===== config.mk =====
export PLATFORM = sky130hd
export DESIGN_NAME = calc_req_arbiter
export DESIGN_NICKNAME = d
export VERILOG_FILES = /design/src/rtl/calc_req_arbiter.sv
export SDC_FILE = /design/constraint.sdc
export NUM_CORES = 1
export LEC_CHECK = 0
export CAP_MARGIN = 30
export CORE_ASPECT_RATIO = 0.8
export CORE_MARGIN = 5
export CORE_UTILIZATION = 37
export CTS_CLUSTER_SIZE = 10
export DETAILED_ROUTE_END_ITERATION = 12
export GPL_TIMING_DRIVEN = 0
export PLACE_DENSITY_LB_ADDON = 0.05
export SLEW_MARGIN = 20
export SYNTH_ARGS = -nofsm -noshare
export SYNTH_HDL_FRONTEND = slang
export SYNTH_SLANG_ARGS = --single-unit

===== constraint.sdc =====
create_clock -name Clk -period 2.05 [get_ports Clk]
set_clock_uncertainty 0.1 [all_clocks]
set_input_delay 0.3075 -clock Clk [delete_from_list [all_inputs] [get_ports Clk]]
set_output_delay 0.3075 -clock Clk [all_outputs]
set_load 0.01 [all_outputs]

===== src/rtl/calc_req_arbiter.sv =====
// Round-robin front end for a shared combinational 4-bit signed calculator.
// Each accepted operation is held on the calculator for SETTLE cycles, then the result is returned over a valid/ready response.
module calc_req_arbiter #(
    parameter int SETTLE = 2,
    parameter int CNT_W  = 2
) (
    input  logic       Clk,
    input  logic       Reset,
    input  logic [1:0] req_valid,
    output logic [1:0] req_ready,
    input  logic [7:0] req_Ain,
    input  logic [7:0] req_Bin,
    input  logic [3:0] req_sel,
    input  logic [1:0] req_s0,
    input  logic [1:0] req_s1,
    output logic [3:0] calc_Ain,
    output logic [3:0] calc_Bin,
    output logic [1:0] calc_sel,
    output logic       calc_s0,
    output logic       calc_s1,
    output logic       calc_Reset,
    input  logic [8:0] calc_ALUout,
    output logic       rsp_valid,
    input  logic       rsp_ready,
    output logic       rsp_id,
    output logic [8:0] rsp_data,
    output logic       rsp_err,
    output logic       busy
);

    typedef enum logic [1:0] {IDLE, ISSUE, RESP} state_t;

    state_t            r_state;
    state_t            w_next;
    logic              r_rr_ptr;
    logic [CNT_W-1:0]  r_cnt;
    logic signed [3:0] r_ain;
    logic signed [3:0] r_bin;
    logic [1:0]        r_sel;
    logic              r_s0;
    logic              r_s1;
    logic              r_id;
    logic [8:0]        r_data;
    logic              r_err;

    logic [1:0]        w_grant;
    logic              w_gid;
    logic              w_accept;
    logic signed [3:0] w_ain;
    logic signed [3:0] w_bin;
    logic [1:0]        w_sel;
    logic              w_s0;
    logic              w_s1;
    logic              w_div0;
    logic              w_settled;

    // Grant only while idle and out of reset; on contention rr_ptr picks the winner.
    always_comb begin
        w_grant = 2'b00;
        if (r_state == IDLE && !Reset) begin
            case (req_valid)
                2'b01:   w_grant = 2'b01;
                2'b10:   w_grant = 2'b10;
                2'b11:   w_grant = r_rr_ptr ? 2'b10 : 2'b01;
                default: w_grant = 2'b00;
            endcase
        end
    end

    assign w_gid     = w_grant[1];
    assign w_accept  = |w_grant;
    assign w_ain     = w_gid ? req_Ain[7:4] : req_Ain[3:0];
    assign w_bin     = w_gid ? req_Bin[7:4] : req_Bin[3:0];
    assign w_sel     = w_gid ? req_sel[3:2] : req_sel[1:0];
    assign w_s0      = req_s0[w_gid];
    assign w_s1      = req_s1[w_gid];
    assign w_div0    = (w_sel == 2'b10) && (w_bin == 4'sd0);
    assign w_settled = (r_cnt == CNT_W'(SETTLE - 1));

    always_ff @(posedge Clk) begin
        if (Reset) begin
            r_state <= IDLE;
        end else begin
            r_state <= w_next;
        end
    end

    always_comb begin
        w_next = r_state;
        case (r_state)
            IDLE:    if (w_accept) w_next = w_div0 ? RESP : ISSUE;
            ISSUE:   if (w_settled) w_next = RESP;
            RESP:    if (rsp_ready) w_next = IDLE;
            default: w_next = IDLE;
        endcase
    end

    always_ff @(posedge Clk) begin
        if (Reset) begin
            r_rr_ptr <= 1'b0;
            r_cnt    <= '0;
            r_ain    <= '0;
            r_bin    <= '0;
            r_sel    <= '0;
            r_s0     <= 1'b0;
            r_s1     <= 1'b0;
            r_id     <= 1'b0;
            r_data   <= '0;
            r_err    <= 1'b0;
        end else begin
            case (r_state)
                IDLE: begin
                    if (w_accept) begin
                        r_ain    <= w_ain;
                        r_bin    <= w_bin;
                        r_sel    <= w_sel;
                        r_s0     <= w_s0;
                        r_s1     <= w_s1;
                        r_id     <= w_gid;
                        r_rr_ptr <= ~w_gid;
                        r_cnt    <= '0;
                        // Divide by zero is answered without ever enabling the calculator.
                        if (w_div0) begin
                            r_data <= '0;
                            r_err  <= 1'b1;
                        end
                    end
                end
                ISSUE: begin
                    r_cnt <= r_cnt + CNT_W'(1);
                    if (w_settled) begin
                        r_data <= calc_ALUout;
                        r_err  <= 1'b0;
                    end
                end
                default: ;
            endcase
        end
    end

    assign req_ready  = w_grant;
    assign calc_Ain   = r_ain;
    assign calc_Bin   = r_bin;
    assign calc_sel   = r_sel;
    assign calc_s0    = r_s0;
    assign calc_s1    = r_s1;
    assign calc_Reset = (r_state != ISSUE);
    assign rsp_valid  = (r_state == RESP);
    assign rsp_id     = r_id;
    assign rsp_data   = r_data;
    assign rsp_err    = r_err;
    assign busy       = (r_state != IDLE);

endmodule


==> results by group <==
Run status
  • Outcome: finished, final reports clean

Synthesis
  • Leading area contributor after synthesis: dfxtp_1
  • Synth Flop Type: dfxtp_1
  • Unique masters post-synth: 30
  • Ys async rst share: 0
  • Synth area leaders: dfxtp_1 (48%), nand2_1 (11%), o21ai_0 (6.9%)
  • Mapped Nets: 177
  • Synthesized area per cell: 8.42 sq um
  • Yosys warns: 0
  • Post-synth EDFFs: 0
  • Most frequent cell after synthesis: nand2_1
  • Register area share after synthesis: 0.482
  • Synth cell count leaders: nand2_1 (33), dfxtp_1 (28), o21ai_0 (16)
  • Cells after Synth: 138
  • Yosys top cell area share: 0.482
  • Synth Cell Area: roughly 1200 sq um
  • Synthesized flop and latch total: 28

Power
  • Lkg Pwr: about 0.75 nW
  • Flop pwr share: 0.447
  • NetSw: ~0.43 mW
  • Logic pwr share: 0.356
  • Maximum vdd drop: 0.472 mV
  • Power per cell area: 729 nW/um^2
  • Power, Total: 1.47 mW
  • Sw Share: 0.295
  • P_int: 1.03 mW
  • Clock share of power: 0.197

GRT
  • Gr usage total: 0.169
  • Vias in the first global route: 1303
  • Initial antenna violation count: 0
  • GRT Residual Overflow: 0
  • First-pass GRT wire length: 5890 microns
  • Largest net degree at the start of global routing: 15

Clocking
  • Clock Path Buffers: 2
  • Root Buffer: clkbuf_8
  • CTS Hold Buffers Added: 0
  • Clock transition at path regs: 0.09 ns
  • CTS tree: yes
  • Worst-Skew Late Latency: roughly 0.27 ns
  • Clock H-tree levels: 1
  • TritonCTS Buffers: 3
  • Num Clock Sinks: 28

STA
  • Rel. slew slack: 0.339
  • Hold Vio Cnt, Final: 0
  • Worst-Margin Slew: between 0.9 and 1 ns
  • RSZ-0062 raised after global routing: true
  • Final worst path period need: 2.00 ns
  • Final setup margin: between 0.05 and 0.06 ns
  • Fin. max-slew vios: 0
  • Setup-failing EPs final: 0
  • Period utilisation layout: 0.973
  • Max Fclk: 0.501 GHz

Critical path
  • End of the worst register-to-register path: rsp_data[8]
  • Worst path required time: about 1.6 ns
  • CP Capture Type: primary output
  • Worst Path Arrival: 1.59 ns
  • Worst Setup EP: req_ready[1]
  • Crit start category: input pin
  • Reg2reg path depth: 8
  • Crit-path max FO: 10
  • Crit path from: Reset
  • Internal reg-to-reg setup slack: 0.05 ns
  • Worst reg2reg path startpoint: r_state[0]
  • Crit Path Class: in -> out

Final layout
  • Total Nets Final: 251
  • Share of cells above drive strength 1: 0.143
  • FILL cells: 277
  • Area grow syn2layout: 73.1%
  • Ant diodes: 0
  • FF/Latch Area: 568 sq um
  • Area occupied by multi-input gates: 596 sq um

Floorplanning
  • Core Area: 3060 sq um
  • Die X: 72.7 microns
  • Die ar.: about 4400 sq um
  • Num rows: 18
  • Starting Density: 0.379
  • Ports: 66
  • Die Y: 60.1 microns

Routing
  • Antenna-violating nets left: 0
  • Initial drt markers: 52
  • WL/cell: approximately 15 microns
  • Total number of vias: 1293
  • # DRC: 0
  • First-pass DRT Iterations: 4
  • WL final: between 3000 and 4000 microns
  • Via density: 5.17

Placed design
  • Dpl hpwl: 2740 microns
  • Port-buffer cells: 65
  • Routability cong.: 0.818
  • Setup WS pre-CTS: -0.594 ns

Job
  • Max cap viols: 0

Min path
  • Min-Delay Path Class: reg -> reg
state kept, by name, indices dropped and copies added, names as in the netlist, 2 cells and up:
signal,flops
calc_sel,2
r_state,2
r_cnt,2
calc_Bin,4
rsp_data,9
calc_Ain,4
stage by stage:
step                instance area (sq um)   util  cells  hold slack [ns]  TNS [ns]
floorplan                            1160      -    138            0.316         0
global placement                     1860  0.608    243            0.343     -4.24
detailed placement                   1860  0.608    243            0.352     -5.39
CTS                                  1930  0.631    247            0.365   -0.0305
global route                         2010  0.657    250            0.392    -0.140
finish                               2010  0.657    250            0.362         0
metal layers:
| layer | vias to the layer above | global-route usage | wire (microns) |
|---|---|---|---|
| met2 | 45 | 0.305 | 1870 |
| met5 | - | 0 | 0 |
| met1 | 607 | 0.198 | 1510 |
| met3 | 4 | 0.0538 | 266 |
| met4 | 0 | 0.0342 | 27 |
| li1 | 637 | - | - |
cells in the final DEF, fill, tap and decap left out, types with 2 or more instances in the layout:
master,instances
a222oi_1,6
nor2_1,9
nand2_1,33
clkbuf_8,3
o21ai_0,7
dfxtp_4,2
clkbuf_1,2
o21ai_2,5
o21ai_1,5
inv_1,3
dlygate4sd2_1,3
buf_6,5
nor2b_1,2
nand3b_1,2
a31oi_1,7
a21oi_1,2
dfxtp_1,26
buf_4,3
or2_2,2
clkdlybuf4s50_1,62
nor3_1,3
nand2b_1,2
worst min path at each step:
stage,start,end,slack [ns],cells after the start
4_1_cts,rsp_data[2],rsp_data[2],0.36,2
6_report,rsp_data[4],rsp_data[4],0.36,2
3_5_place_dp,rsp_data[2],rsp_data[2],0.35,2
2_1_floorplan,calc_ALUout[0],rsp_data[0],0.32,2
3_3_place_gp,rsp_data[2],rsp_data[2],0.34,2
5_1_grt,rsp_data[4],rsp_data[4],0.39,2
kinds of logic after synthesis:
logic type               share of synthesized area
AO/OA/AOI/OAI                                0.213
adder cells (fa/ha/maj)                     0.0108
buffers and inverters                       0.0431
flip-flops                                   0.482
multiplexers                                0.0129
AND/OR/NAND/NOR                              0.238
critical path, cell delays in order:
cell,delay (ns)
dlygate4sd2_1,0.32
nor3_4,0.23
buf_6,0.14
nand3_4,0.08
inv_2,0.10
buf_6,0.14
dlygate4sd2_1,0.27
power groups by stage:
stage	Sequential [mW]	Clock, mW	Combinational (mW)
floorplan	0.681	0	0.192
global placement	0.660	0	0.451
detailed placement	0.666	0	0.462
CTS	0.656	0.305	0.474
global route	0.664	0.325	0.565
finish	0.656	0.288	0.522
final cells by class:
cell class / instances / area share
repair buffers: 71 / 0.350
flip-flops and latches: 28 / 0.282
inverters: 5 / 0.00933
clock buffers: 3 / 0.0205
multi-input cells: 98 / 0.296
well taps: 40 / 0.0249
plain buffers: 5 / 0.0174
what timing repair did:
item,CTS,global route
setup buffers,2,3
cloned,0,1
gates resized for setup,10,27
setup endpoints to repair,13,14
pin swaps,3,5
No activity file was read; power rests on OpenSTA's default activity.
